`src/rtl/grad_update.sv`:
```
// Squared-error gradient accumulator: sums weight/bias gradients over a
// mini-batch, then applies one shift-scaled, saturating update.
//
// state | meaning
// ACCUM | accepting samples, accumulating gradients
// APPLY | one cycle: apply scaled update to weight/bias, clear accumulators
module grad_update #(
    parameter int W_W        = 16,
    parameter int BATCH_LOG2 = 2,
    parameter int LR_SHIFT   = 2,
    parameter int W_INIT     = 0,
    parameter int B_INIT     = 0
) (
    input  logic                  clk_i,
    input  logic                  rst_i,
    input  logic                  valid_i,
    output logic                  ready_o,
    input  logic [3:0]            target_i,
    input  logic [20:0]           predicted_i,
    input  logic [3:0]            x_i,
    input  logic                  clear_i,
    output logic [W_W-1:0]        weight_o,
    output logic [W_W-1:0]        bias_o,
    output logic                  update_valid_o,
    output logic [BATCH_LOG2-1:0] count_o
);

    localparam int AW    = 27 + BATCH_LOG2;
    localparam int BW    = 22 + BATCH_LOG2;
    localparam int SHIFT = LR_SHIFT + BATCH_LOG2;
    localparam int WDW   = ((AW > W_W) ? AW : W_W) + 1;
    localparam int WDB   = ((BW > W_W) ? BW : W_W) + 1;

    typedef enum logic {
        ACCUM = 1'b0,
        APPLY = 1'b1
    } state_t;

    state_t                  state_q, state_d;
    logic signed [AW-1:0]    acc_w_q;
    logic signed [BW-1:0]    acc_b_q;
    logic [BATCH_LOG2-1:0]   count_q;
    logic signed [W_W-1:0]   weight_q, bias_q;
    logic                    upd_q;

    logic                    accept;
    logic signed [21:0]      err;
    logic signed [26:0]      grad;
    logic signed [AW-1:0]    delta_w;
    logic signed [BW-1:0]    delta_b;
    logic signed [WDW-1:0]   diff_w;
    logic signed [WDB-1:0]   diff_b;
    logic signed [W_W-1:0]   sat_w, sat_b;

    assign ready_o        = (state_q == ACCUM);
    assign accept         = valid_i && ready_o;
    assign weight_o       = weight_q;
    assign bias_o         = bias_q;
    assign update_valid_o = upd_q;
    assign count_o        = count_q;

    assign err     = $signed({1'b0, predicted_i}) - $signed({18'b0, target_i});
    assign grad    = 27'(err) * 27'($signed({1'b0, x_i}));
    assign delta_w = acc_w_q >>> SHIFT;
    assign delta_b = acc_b_q >>> SHIFT;
    assign diff_w  = WDW'(weight_q) - WDW'(delta_w);
    assign diff_b  = WDB'(bias_q) - WDB'(delta_b);

    // In range only when all bits above the result sign bit match it
    always_comb begin
        sat_w = diff_w[W_W-1:0];
        if (diff_w[WDW-1:W_W-1] != {(WDW-W_W+1){diff_w[WDW-1]}})
            sat_w = diff_w[WDW-1] ? {1'b1, {(W_W-1){1'b0}}} : {1'b0, {(W_W-1){1'b1}}};
    end

    always_comb begin
        sat_b = diff_b[W_W-1:0];
        if (diff_b[WDB-1:W_W-1] != {(WDB-W_W+1){diff_b[WDB-1]}})
            sat_b = diff_b[WDB-1] ? {1'b1, {(W_W-1){1'b0}}} : {1'b0, {(W_W-1){1'b1}}};
    end

    always_comb begin
        state_d = state_q;
        case (state_q)
            ACCUM: if (!clear_i && accept && (count_q == '1)) state_d = APPLY;
            APPLY: state_d = ACCUM;
            default: state_d = ACCUM;
        endcase
    end

    always_ff @(posedge clk_i or negedge rst_i) begin
        if (!rst_i) begin
            state_q  <= ACCUM;
            acc_w_q  <= '0;
            acc_b_q  <= '0;
            count_q  <= '0;
            weight_q <= W_W'(W_INIT);
            bias_q   <= W_W'(B_INIT);
            upd_q    <= 1'b0;
        end else begin
            state_q <= state_d;
            upd_q   <= 1'b0;
            case (state_q)
                ACCUM: begin
                    if (clear_i) begin
                        acc_w_q <= '0;
                        acc_b_q <= '0;
                        count_q <= '0;
                    end else if (accept) begin
                        acc_w_q <= acc_w_q + AW'(grad);
                        acc_b_q <= acc_b_q + BW'(err);
                        count_q <= count_q + 1'b1;
                    end
                end
                APPLY: begin
                    weight_q <= sat_w;
                    bias_q   <= sat_b;
                    acc_w_q  <= '0;
                    acc_b_q  <= '0;
                    upd_q    <= 1'b1;
                end
                default: ;
            endcase
        end
    end

endmodule

```
`config.mk`:
```
export PLATFORM = sky130hd
export DESIGN_NAME = grad_update
export DESIGN_NICKNAME = d
export VERILOG_FILES = /design/src/rtl/grad_update.sv
export SDC_FILE = /design/constraint.sdc
export NUM_CORES = 1
export LEC_CHECK = 0
export ABC_AREA = 0
export CAP_MARGIN = 40
export CELL_PAD_IN_SITES_DETAIL_PLACEMENT = 0
export CELL_PAD_IN_SITES_GLOBAL_PLACEMENT = 2
export CORE_ASPECT_RATIO = 1.2
export CORE_UTILIZATION = 39
export DETAILED_ROUTE_END_ITERATION = 12
export PLACE_DENSITY_LB_ADDON = 0.12
export SLEW_MARGIN = 15
export SYNTH_ARGS = -nofsm -noshare
export SYNTH_HDL_FRONTEND = slang
export SYNTH_SLANG_ARGS = --single-unit
export TNS_END_PERCENT = 20
```
`constraint.sdc`:
```
create_clock -name clk_i -period 7.15 [get_ports clk_i]
set_clock_uncertainty 0.05 [all_clocks]
set_input_delay 0.715 -clock clk_i [delete_from_list [all_inputs] [get_ports clk_i]]
set_output_delay 0.715 -clock clk_i [all_outputs]
set_load 0.005 [all_outputs]
```
==> results.md, run 1 <==
* Total track usage at 23.0%
* Switch Pwr at roughly 0.0027 W
* Pwr/cell area at 384 mW/mm^2
* Remaining antenna violation count at 0
* Initial Util at 39.9%
* WL final at about 34000 um
* LEAKAGE at 6.81 nW
* Ys Warns at 0
* Area grow syn2layout at 18.7%
* Most used cell, CP: inv_1
* Clk pwr share at 8.9%
* Main synth FF type: dfrtp_1
* Asr flop ratio synth at 100%
* Flops & latches, synth at 89
* PnR worst setup slack at 344 ps
* 1st-pass router iterations at 5
* Post-route minimum period at 6810 ps
* DR DRC count at 0
* Die W at 162 um
* Setup slack after placement at -521 ps
* Post-synth EDFFs at 0
* Root Buffer: clkbuf_16
* DIE HEIGHT at about 190 um
* Grt ovf at 0
* Synth unique cells at 79
* Vias per cell at 5.25
* CTS clk-pin slew, worst paths at 70 ps
* I/O Buffers at 68
* Final hold vios at 0
* Final net count at ~1800
* CTS Buf Count at 9
* TritonCTS clock tree: yes
* Outcome: finished, final reports clean
* Largest net degree at the start of global routing at between 40 and 50
* Post-Syn Nets at 1675
* Sw Ratio at 49.0%
* Sinks on the clock net at 89
* CP Capture Type: flip-flop
* Vias in the first global route at roughly 11000
* Final Setup Violations at 0
* Fmax at 147 MHz
* Final count of pins violating max slew at 0
* CP arrival at 7000 ps
* Cell area after synthesis at 0.0119 mm^2
* Peak supply drop at just over 200 uV
* # fillers at 3026
* Crit path launch type: input port
* DR vias at 10335
* Internal cell power at 0.00277 W
* Number of diodes at 0
* Hold bufs inserted after CTS at 0
* Max stage delay on crit path at 540 ps
* Post-DP HPWL at 27600 um
* Die area at 0.0313 mm^2
* Mean post-synth cell area at 8.32 um^2
* Core Util, Final at 47.3%
* Ports at 69
* First-pass GRT wire length at 56800 um
* Crit path max-delay cell type: fa_1
* Critical path class: in -> reg
* Seq/Total Area, Yosys at 18.7%
* Combinational share of power at between 70 and 80%
* Crit share post-route at ~95%
* Area leader, netlist: dfrtp_1
* Max-cap violations at 0
* Slew HR at 45.9%
* Design area at ~0.014 mm^2
* Initial DRC count at ~430
* Worst skew pair latency at around 370 ps
* H-tree depth at 3
* Placed Area at approximately 0.014 mm^2
* Routed length per instance at 17.2 um
* CTS Buffer Depth at 2
* Top cell type's share of synthesized area at a little under a fifth
* Layout cells sized above 1 at between 10% and 20%
* Worst slew pin tran at 809 ps
* Sequential power share at 14.6%
* CP max FO at 5
* Gpl congestion at about 0.87
* Initial antenna violation count at 0
* Post-Synthesis Cells at 1433
* CP Data Required Time at approximately 7400 ps
* CORE AREA at 0.0299 mm^2
* Cell Rows at 69
* Hold Path Class: in -> async
* Main area contributors after synthesis: dfrtp_1 19%, ha_1 14%, fa_1 13%
path summary, 6_finish.rpt:
kind / slack (ps) / start / cells after the start / to
setup reg to reg: 2290 / acc_w_q[4] / 17 / acc_w_q[28]
hold reg to reg: 430 / acc_w_q[15] / 2 / acc_w_q[15]
min in group clk_i: 430 / acc_w_q[15] / 2 / acc_w_q[15]
hold / removal: 190 / rst_i / 1 / acc_w_q[0]
max in group asynchronous: 5840 / rst_i / 3 / weight_o[12]
setup / recovery: 340 / target_i[1] / 30 / acc_w_q[25]
cells in the final DEF (no fill, tap or decap), drive strengths merged, types with 10 or more instances in the layout:
cell / Yosys / routed
a211oi: 22 / 22
a21o: 44 / 44
a21oi: 73 / 73
and2: 53 / 53
and3: 15 / 15
buf: 10 / 106
clkbuf: 35 / 12
clkdlybuf4s50: 0 / 67
dfrtp: 89 / 89
fa: 78 / 78
ha: 131 / 131
inv: 209 / 209
nand2: 128 / 128
nand2b: 22 / 22
nand3: 20 / 20
nor2: 72 / 72
nor2b: 42 / 42
nor3: 30 / 30
o21a: 17 / 17
o21ai: 98 / 98
o22a: 13 / 13
o311ai: 15 / 15
o31ai: 10 / 10
or3: 10 / 10
xnor2: 52 / 52
xor2: 36 / 36
power groups by stage:
stage	registers, W	logic, W	clock network [W]
5_1_grt	0.000815	0.00471	0.000514
2_1_floorplan	0.000744	0.00293	0
6_report	0.000791	0.00416	0.000483
3_5_place_dp	0.000805	0.00411	0
4_1_cts	0.000795	0.00414	0.000501
3_3_place_gp	0.000801	0.00410	0
flip-flops by register name, indices dropped and copies added, names as in the netlist:
signal / flops
update_valid_o: 1
acc_w_q: 29
state_q: 1
acc_b_q: 24
count_o: 2
weight_o: 16
bias_o: 16
what timing repair did:
item | in CTS | in global routing
pin swaps | 1 | 7
resized for setup | 1 | 27
endpoints found under the setup margin | 6 | 11
buffers inserted | 2 | 7
metal layers:
metal	up-vias	part of all wire [%]	track usage [%]
li1	5172	-	-
met1	5017	48	32.1
met2	122	48	38.6
met3	24	2.4	2.04
met4	0	1.2	4.86
met5	-	0	0
synthesized netlist by cell type (all sizes together) (13+ instances only):
| cell | number |
|---|---|
| nand2b | 22 |
| a21oi | 73 |
| and2 | 53 |
| nand2 | 128 |
| a211oi | 22 |
| a21o | 44 |
| nor2 | 72 |
| xor2 | 36 |
| o21a | 17 |
| o22a | 13 |
| o311ai | 15 |
| clkbuf | 35 |
| xnor2 | 52 |
| and3 | 15 |
| o21ai | 98 |
| nor3 | 30 |
| fa | 78 |
| ha | 131 |
| nor2b | 42 |
| inv | 209 |
| dfrtp | 89 |
| nand3 | 20 |
through the flow:
stage               setup TNS [ps]  cells  total power, W  hold slack [ps]
finish                           0   1967         0.00544              192
global route                 -50.2   1967         0.00604              204
CTS                              0   1960         0.00543              191
detailed placement           -3550   1942         0.00491              424
global placement             -2970   1939         0.00490              413
floorplan                        0   1433         0.00367              369
worst max-delay path, delay by kind of cell:
family	cells	cell delay, ps
XOR/XNOR	2	350
AND/OR/NAND/NOR	6	1240
buffers and inverters	7	1030
AO/OA/AOI/OAI	10	1590
adder cells (fa/ha/maj)	5	2100
logic make-up (layout without fill, tap and decap cells):
family                   count (synthesis)  in the layout  synth area share (%)
adder cells (fa/ha/maj)                209            209                  26.9
AND/OR/NAND/NOR                        420            420                  17.9
multiplexers                             7              7                 0.588
buffers and inverters                  254            398                  8.21
XOR/XNOR                                88             88                  6.47
AO/OA/AOI/OAI                          366            366                  21.3
flip-flops                              89             89                  18.7
final cells by class:
type                            instances  area [um^2]  share of cell area (%)
Multi-Input combinational cell       1090         8870                    62.7
Sequential cell                        89         2230                    15.7
Timing Repair Buffer                  173         1500                    10.6
Inverter                              209          785                    5.55
Tap cell                              390          488                    3.45
Clock buffer                           12          246                    1.74
Clock inverter                          4         28.8                   0.203
No activity file was read; power rests on OpenSTA's default activity.
==> inputs of run 2 (changes only) <==
ABC_CLOCK_PERIOD_IN_PS = 7150   (was default)
HOLD_SLACK_MARGIN = 0.06   (was default)
==> results of run 2 <==
Same layout as run 1: the final DEF is identical, and so are final timing and power.
==> inputs of run 3 (changes only) <==
==> constraint.sdc (replaced) <==
create_clock -name clk_i -period 7.15 [get_ports clk_i]
set_clock_uncertainty 0.05 [all_clocks]
set_input_delay 1.0725 -clock clk_i [delete_from_list [all_inputs] [get_ports clk_i]]
set_output_delay 1.0725 -clock clk_i [all_outputs]
set_load 0.005 [all_outputs]
==> run 3 against run 2 <==
  * First-iteration DRC count up 11%
  * Combinational power up 3%
  * Total power up 2.8%
  * Sequential cell count unchanged
  * Final area up 1.5%
  * Highest routed layer unchanged
  * Global-route usage down 0.27 points
  * Clock power up 3%
  * Critical path type unchanged
==> results.md, run 3 (synthesis gave the netlist of run 1 again) <==
* Crit share post-route at 97.5% (+2.4 points)
* Final count of pins violating max slew at 0 (unchanged)
* GR peak layer: met2
* M2 GR Usage at 37.8% (-0.86 points)
* CP Data Required Time at 7350 ps (about the same)
* CP Capture Type: flip-flop
* Die W at 162 um (unchanged)
* DR DRC count at 0 (unchanged)
* LEAKAGE at 6.94 nW (+2.0%)
* Worst skew pair latency at 370 ps (about the same)
* Design area at 0.0144 mm^2 (+1.5%)
* Placed Area at 0.0138 mm^2 (+1.1%)
* Layout cells sized above 1 at 13.2% (+2.1 points)
* TritonCTS clock tree: yes
* Gpl congestion at 0.877 (+0.47%)
* Final net count at 1831 (+0.94%)
* Root Buffer: clkbuf_16
* CTS clk-pin slew, worst paths at 80 ps (about the same)
* Pwr/cell area at 389 mW/mm^2 (+1.2%)
* Final hold vios at 0 (unchanged)
* CTS Buffer Depth at 2 (unchanged)
* Sinks on the clock net at 89 (unchanged)
* Total power at 0.00559 W (+2.8%)
* Max-cap violations at 0 (unchanged)
* Cell Rows at 69 (unchanged)
* I/O Buffers at 68 (unchanged)
* Final Setup Violations at 0 (unchanged)
* Final cell count without fillers at 1984 (+0.86%)
* WL final at 34100 um (+0.43%)
* Crit path launch type: input port
* Number of diodes at 0 (unchanged)
* Largest net degree at the start of global routing at 54 (+26%)
* First-pass GRT wire length at 56200 um (-1.1%)
* CP arrival at 7170 ps (+170 ps)
* Initial Util at 39.9% (unchanged)
* Max stage delay on crit path at 550 ps (about the same)
* Total track usage at 22.8% (-0.27 points)
* CP max FO at 3 (-2)
* CORE AREA at 0.0299 mm^2 (unchanged)
* DIE HEIGHT at 193 um (unchanged)
* Ports at 69 (unchanged)
* Peak supply drop at 232 uV (+12%)
* Critical path class: in -> reg
* Initial DRC count at 471 (+11%)
* Routed length per instance at 17.2 um (-0.43%)
* Fmax at 143 MHz (-2.4%)
* Worst slew pin tran at 747 ps (-61.9 ps)
* Highest-count cells in the layout ignoring fill and taps: 203 x inv_1, 126 x ha_1, 125 x nand2_1
* Met3 Use GR at 2.04% (unchanged)
* Vias in the first global route at 10642 (+0.19%)
* 1st-pass router iterations at 5 (unchanged)
* Area grow syn2layout at 20.5%
* Most flop-heavy register: acc_w_q
* Hold Path Class: reg -> reg
* CTS Buf Count at 9 (unchanged)
* Commonest non-fill, non-tap cell in the layout: inv_1
* Die area at 0.0313 mm^2 (unchanged)
* Grt ovf at 0 (unchanged)
* Vias per cell at 5.25 (about the same)
* Outcome: finished, final reports clean
* Crit path max-delay cell type: fa_1
* Regs by FF count: acc_w_q x29, acc_b_q x24
* Met1 usage at 31.5% (-0.59 points)
* Max FFs per register at 29 (unchanged)
* Placed cells at 1964 (+1.1%)
* DR vias at 10425 (+0.87%)
* Slew HR at 50.2% (+4.3 points)
* Post-route minimum period at 6970 ps (+168 ps)
* Unrepaired setup endpoints after global routing: true
* Remaining antenna violation count at 0 (unchanged)
* Initial antenna violation count at 0 (unchanged)
* Post-DP HPWL at 27600 um (-0.20%)
* H-tree depth at 3 (unchanged)
* Core Util, Final at 48.1% (+0.73 points)
==> run 3: through the flow <==
step / setup WS (ps) / hold WS, ps / setup TNS (ps)
floorplan: 50.0 / 400 / 0
global placement: -789 / 411 / -6410
detailed placement: -857 / 421 / -6870
CTS: -72.0 / 438 / -155
global route: -135 / 458 / -427
finish: 176 / 435 / 0
==> run 3: worst paths after layout <==
path	cells after the start	to	startpoint	slack [ps]
setup / recovery	31	acc_w_q[25]	predicted_i[0]	180
hold / removal	2	acc_w_q[15]	acc_w_q[15]	430
setup reg to reg	17	acc_w_q[26]	acc_w_q[4]	2160
hold reg to reg	2	acc_w_q[15]	acc_w_q[15]	430
max in group asynchronous	2	weight_o[9]	rst_i	5230
min in group asynchronous	1	acc_w_q[0]	rst_i	630
==> run 3: power breakdown <==
group	internal, W	switching (W)	leakage [nW]	total (W)
sequential	0.000633	0.000161	1.18	0.000793
combinational	0.00196	0.00234	5.63	0.00430
clock	0.000244	0.000253	0.139	0.000497
total	0.00283	0.00276	6.94	0.00559
==> run 3: layout make-up <==
class	instances	area (um^2)
clock buffers	9	225
clock inverters	7	58.8
fillers	2995	15500
inverters	209	787
multi-input cells	1090	8960
flip-flops and latches	89	2230
well taps	390	488
repair buffers	190	1610
==> run 3: timing repair <==
action,in CTS,in global routing
resized for setup,16,47
setup endpoints to repair,7,13
pin swaps,3,27
setup buffers,1,4
hold buffers,0,0
==> run 3: critical path: cells and delay by family <==
kind	cells	cell delay, ps
buffers and inverters	6	490
AND/OR/NAND/NOR	8	1620
AO/OA/AOI/OAI	9	1410
XOR/XNOR	2	410
adder cells (fa/ha/maj)	6	2150
==> run 3: per-layer routing <==
metal | share of wire, % | vias up | wire length (um)
met5 | 0 | - | 0
met4 | 2.0 | 0 | 694
met3 | 2.6 | 35 | 889
met2 | 47 | 156 | 16000
met1 | 48 | 5015 | 16400
li1 | - | 5219 | -
==> variant 1: new RTL, config.mk and constraints of run 2 <==
Set the parameter `BATCH_LOG2` to 3 (it was 2).
--- a/src/rtl/grad_update.sv
+++ b/src/rtl/grad_update.sv
@@ -6,7 +6,7 @@
 // APPLY | one cycle: apply scaled update to weight/bias, clear accumulators
 module grad_update #(
     parameter int W_W        = 16,
-    parameter int BATCH_LOG2 = 2,
+    parameter int BATCH_LOG2 = 3,
     parameter int LR_SHIFT   = 2,
     parameter int W_INIT     = 0,
     parameter int B_INIT     = 0
Interface: changed (resized count_o); port bits go from 69 to 70. No check against the original RTL was run, so the function may have changed too.
==> variant 1 against run 2 <==
Sequential cell count increased by 3; power decreased by 15%; critical path type unchanged; largest cell class unchanged; design area decreased by 0.46%; worst setup slack improved by 0.0017 ns; sequential power decreased by 7.8%; largest power group unchanged; area after synthesis increased by 1.9%; register-to-register slack improved by 0.14 ns; routed wire length increased by 0.45%.
==> variant 1: results (changes against run 2) <==
The last weighted congestion value of the routability-driven placer came out at 0.833 (-4.6%). The post-cts gate resize count came out at 0 (-1). The routed wire length on met3 came out at 859 µm (+5.8%).

The instance area after placement came out at 13700 µm² (+0.48%). The worst register-to-register path begins at acc_w_q[8]$_DFFE_PN0P_. The flow ran to the end, and the final reports show no timing, DRC or antenna violations. The detailed-route vias per instance is 5.34 (+1.5%). The first-pass GRT wire length is 56800 µm (about the same). In the final layout, the registers with the most flip-flops are acc_w_q (30), acc_b_q (25).

The number of nets in the synthesized netlist is 1701 (+1.6%). The sequential area share after synthesis came out at 19.0% (+0.26 points). By area the synthesized netlist is led by sky130_fd_sc_hd__dfrtp_1 (19%), sky130_fd_sc_hd__ha_1 (14%), sky130_fd_sc_hd__fa_1 (13%), sky130_fd_sc_hd__inv_1 (6.6%), sky130_fd_sc_hd__nand2_1 (4.0%).

The cell total after placement came out at 1946 (+0.21%). The buffers inserted during post-CTS setup optimization came out at 0 (-2). The cell leakage power came out at 6.79 nW (-0.25%). The mean cell area of the mapped netlist is 8.36 µm² (+0.53%). The commonest cells after synthesis are sky130_fd_sc_hd__inv_1 (212), sky130_fd_sc_hd__ha_1 (135), sky130_fd_sc_hd__nand2_1 (128). The global router's overall resource usage is 22.7% (-0.35 points). The number of violations reported at the end of detailed-routing iteration 0 is 568 (+34%). The routing usage on met3 is 2.17% (+0.13 points). The count of different cell masters after synthesis came out at 67 (-15%). The capture point of the worst reg-to-reg path is acc_w_q[29]$_DFFE_PN0P_. The port buffer count came out at 69 (+1.5%). The worst hold slack was 0.203 ns (+0.0102 ns). The setup slack of the most critical reg-to-reg path was 2.43 ns (+0.14 ns). The layout cell share with drive strength beyond 1 came out at 7.02% (-4.0 points). The worst ir drop on vdd is 0.143 mV (-31%). The count of non-filler cells in the finished layout is 1962 (-0.25%). The met1 usage is 32.0% (-0.093 points). The met2 routed wirelength is 15900 µm (-2.7%).
## variant 1: cell families (layout without fill, tap and decap cells)
kind of cell / after synthesis / after routing / share of synthesized area [%]
multiplexers: 7 / 7 / 0.587
adder cells (fa/ha/maj): 215 / 215 / 27.1
AO/OA/AOI/OAI: 378 / 378 / 21.2
XOR/XNOR: 91 / 91 / 6.56
flip-flops: 92 / 92 / 19.0
AND/OR/NAND/NOR: 414 / 414 / 17.5
buffers and inverters: 256 / 369 / 8.04
## variant 1: area by class of cell
class	instances	area, µm²
repair buffers	141	1250
inverters	212	796
clock inverters	6	118
clock buffers	10	229
well taps	396	495
multi-input cells	1105	8890
fillers	3068	16500
flip-flops and latches	92	2300
## variant 1: worst max-delay path by stage
| stage | from | to | slack (ns) | depth (start not counted) |
|---|---|---|---|---|
| floorplan | target_i[1] | acc_w_q[29]$_DFFE_PN0P_ | 0.67 | 25 |
| global placement | target_i[1] | acc_w_q[24]$_DFFE_PN0P_ | 0.07 | 30 |
| detailed placement | target_i[1] | acc_w_q[27]$_DFFE_PN0P_ | -0.07 | 26 |
| CTS | target_i[1] | acc_w_q[27]$_DFFE_PN0P_ | 0.32 | 26 |
| global route | target_i[1] | acc_w_q[27]$_DFFE_PN0P_ | 0.002 | 26 |
| finish | target_i[1] | acc_w_q[27]$_DFFE_PN0P_ | 0.35 | 26 |
## variant 1: where the power goes
part / internal, mW / switching [mW] / total [mW]
combinational: 1.46 / 1.82 / 3.28
sequential: 0.621 / 0.108 / 0.729
clock: 0.347 / 0.244 / 0.590
## variant 1: critical path: stages
cell	delay (ns)
sky130_fd_sc_hd__clkdlybuf4s50_1	0.47
sky130_fd_sc_hd__inv_1	0.05
sky130_fd_sc_hd__ha_1	0.29
sky130_fd_sc_hd__nor3b_1	0.14
sky130_fd_sc_hd__o21a_1	0.17
sky130_fd_sc_hd__o21ai_0	0.17
sky130_fd_sc_hd__nand3_1	0.11
sky130_fd_sc_hd__or4_1	0.51
sky130_fd_sc_hd__nor3_1	0.25
sky130_fd_sc_hd__xor2_1	0.39
sky130_fd_sc_hd__nand2_1	0.13
sky130_fd_sc_hd__fa_1	0.54
sky130_fd_sc_hd__inv_1	0.05
sky130_fd_sc_hd__fa_1	0.47
sky130_fd_sc_hd__inv_1	0.05
sky130_fd_sc_hd__fa_1	0.52
sky130_fd_sc_hd__inv_1	0.04
sky130_fd_sc_hd__ha_1	0.29
sky130_fd_sc_hd__nand4_1	0.14
sky130_fd_sc_hd__nor3_1	0.16
sky130_fd_sc_hd__a21oi_1	0.15
sky130_fd_sc_hd__a311oi_1	0.38
sky130_fd_sc_hd__a311o_1	0.29
sky130_fd_sc_hd__a21oi_1	0.09
sky130_fd_sc_hd__or4_1	0.40
sky130_fd_sc_hd__nand3_1	0.07
==> variant 2: new RTL, settings of run 2 <==
Without the edit above. Register the output `count_o` once more, with the module's reset; this adds one clock of latency there. The other outputs are not delayed to match.
--- a/src/rtl/grad_update.sv
+++ b/src/rtl/grad_update.sv
@@ -57,7 +57,13 @@
     assign weight_o       = weight_q;
     assign bias_o         = bias_q;
     assign update_valid_o = upd_q;
-    assign count_o        = count_q;
+    always_ff @(posedge clk_i or negedge rst_i) begin
+        if (!rst_i) begin
+            count_o <= '0;
+        end else begin
+            count_o <= count_q;
+        end
+    end
 
     assign err     = $signed({1'b0, predicted_i}) - $signed({18'b0, target_i});
     assign grad    = 27'(err) * 27'($signed({1'b0, x_i}));
Behaviour: not the same (a bounded check fails within 4 cycles, from zero or initial values and one cycle with rst_i low).
==> variant 2 against run 2 <==
Power decreased by 3.1%; hold slack improved by 0.0094 ns; design area increased by 0.65%; clock power increased by 1%; routed wire length decreased by 13%; worst setup slack got worse by 0.19 ns; critical path depth increased by 1; largest cell class unchanged; area after synthesis decreased by 0.52%; sequential cell count increased by 2.
==> variant 2: results (changes against run 2) <==
The flow ran to the end, and the final reports show no timing, DRC or antenna violations. The pin count of the biggest net entering global routing is 62 (+44%). The antenna diode count came out at 1 (+1). The layout cell share with drive strength beyond 1 is 12.3% (+1.2 points). The fraction of area in clock buffers and inverters came out at 2.00% (+0.049 points). The ratio of total power to cell area is 370 nW/µm² (-3.7%).

The initial antenna violation count is 1 (+1). The post-placement worst setup slack was -0.855 ns (-0.334 ns). The routed wire length on met3 was 624 µm (-23%). Yosys attributes the largest share of cell area to sky130_fd_sc_hd__dfrtp_1 (19%), sky130_fd_sc_hd__ha_1 (14%), sky130_fd_sc_hd__fa_1 (13%), sky130_fd_sc_hd__inv_1 (6.7%), sky130_fd_sc_hd__nor2_1 (3.9%).

The synthesized-area fraction occupied by ao, oa, aoi and oai cells came to 17.5% (-3.9 points). The buffering overhead came out at 10.8% (+0.16 points). The number of nets in the finished design came to 1803 (-0.61%). The length of the first detailed-routing pass in iterations is 6 (+1). The xor-xnor portion of the synthesized cell area came to 6.06% (-0.41 points). The number of sinks handled by clock tree synthesis is 91 (+2.2%). The half-perimeter wire length of the detailed placement result came to 24000 µm (-13%). The met2 capacity usage during global routing came to 34.9% (-3.8 points). The horizontal die dimension is 161 µm (-0.26%). The adder and majority cell fraction of the synthesized area is 27.0% (+0.14 points).

The filler cell count is 2979 (-1.6%). The critical path data arrival time came to 7.16 ns (+0.16 ns). The multi-input combinational cell area came out at 8840 µm² (-0.27%). The global router's overall resource usage is 20.0% (-3.0 points). The sum of routed wire segments on met1 is 14100 µm (-13%). The worst ir drop on vdd came out at 0.152 mV (-27%). The buffers inserted during post-CTS setup optimization came out at 8 (+6). The share of cell area taken by muxes after synthesis came out at 2.53% (+1.9 points).

The synthesized instance count came out at 1413 (-1.4%). The number of buffers other than clock buffers in the final layout is 177 (+2.3%). The instance area after placement came out at 13600 µm² (-0.15%). The detailed-route vias per instance came out at 5.01 (-4.7%). The first-pass GRT wire length was 49800 µm (-12%). The total number of multi-input combinational cells is 1068 (-2.0%).
-- variant 2: changes by cell type after synthesis, sizes merged, moves of 13 or more --
| cell | before | now |
|---|---|---|
| a21o | 44 | 31 |
| a21oi | 73 | 86 |
| a221o | 1 | 16 |
| mux2i | 7 | 30 |
| nand2 | 128 | 63 |
| nor2 | 72 | 123 |
| nor3 | 30 | 55 |
| o21ai | 98 | 41 |
-- variant 2: worst paths after layout --
kind	slack (ns)	endpoint	cells past startpoint	startpoint
setup / recovery	0.15	acc_w_q[28]$_DFFE_PN0P_	31	target_i[2]
hold / removal	0.20	count_o[0]$_DFF_PN0_	1	rst_i
setup reg to reg	2.43	acc_w_q[28]$_DFFE_PN0P_	19	acc_w_q[4]$_DFFE_PN0P_
hold reg to reg	0.39	count_o[1]$_DFF_PN0_	0	count_q[1]$_DFFE_PN0P_
max in group asynchronous	5.86	acc_w_q[7]$_DFFE_PN0P_	3	rst_i
min in group clk_i	0.39	count_o[1]$_DFF_PN0_	0	count_q[1]$_DFFE_PN0P_
-- variant 2: power by group --
| part | total, mW | internal (mW) | leakage, nW | switching [mW] |
|---|---|---|---|---|
| clock network | 0.490 | 0.277 | 0.135 | 0.213 |
| logic | 3.99 | 1.90 | 5.50 | 2.09 |
| registers | 0.788 | 0.652 | 1.20 | 0.136 |
| total | 5.27 | 2.83 | 6.84 | 2.43 |
-- variant 2: cells by family after synthesis --
kind of cell	Yosys count
simple gates	450
flops	91
mux	30
xor+xnor	82
compound gates	297
fa+ha+maj	209
buf+inv	254
-- variant 2: worst max-delay path, delay by kind of cell --
kind            cells  cell delay (ns)
compound gates      7             1.36
buf+inv             6             0.52
simple gates       11             2.18
xor+xnor            2             0.34
fa+ha+maj           5             2.03
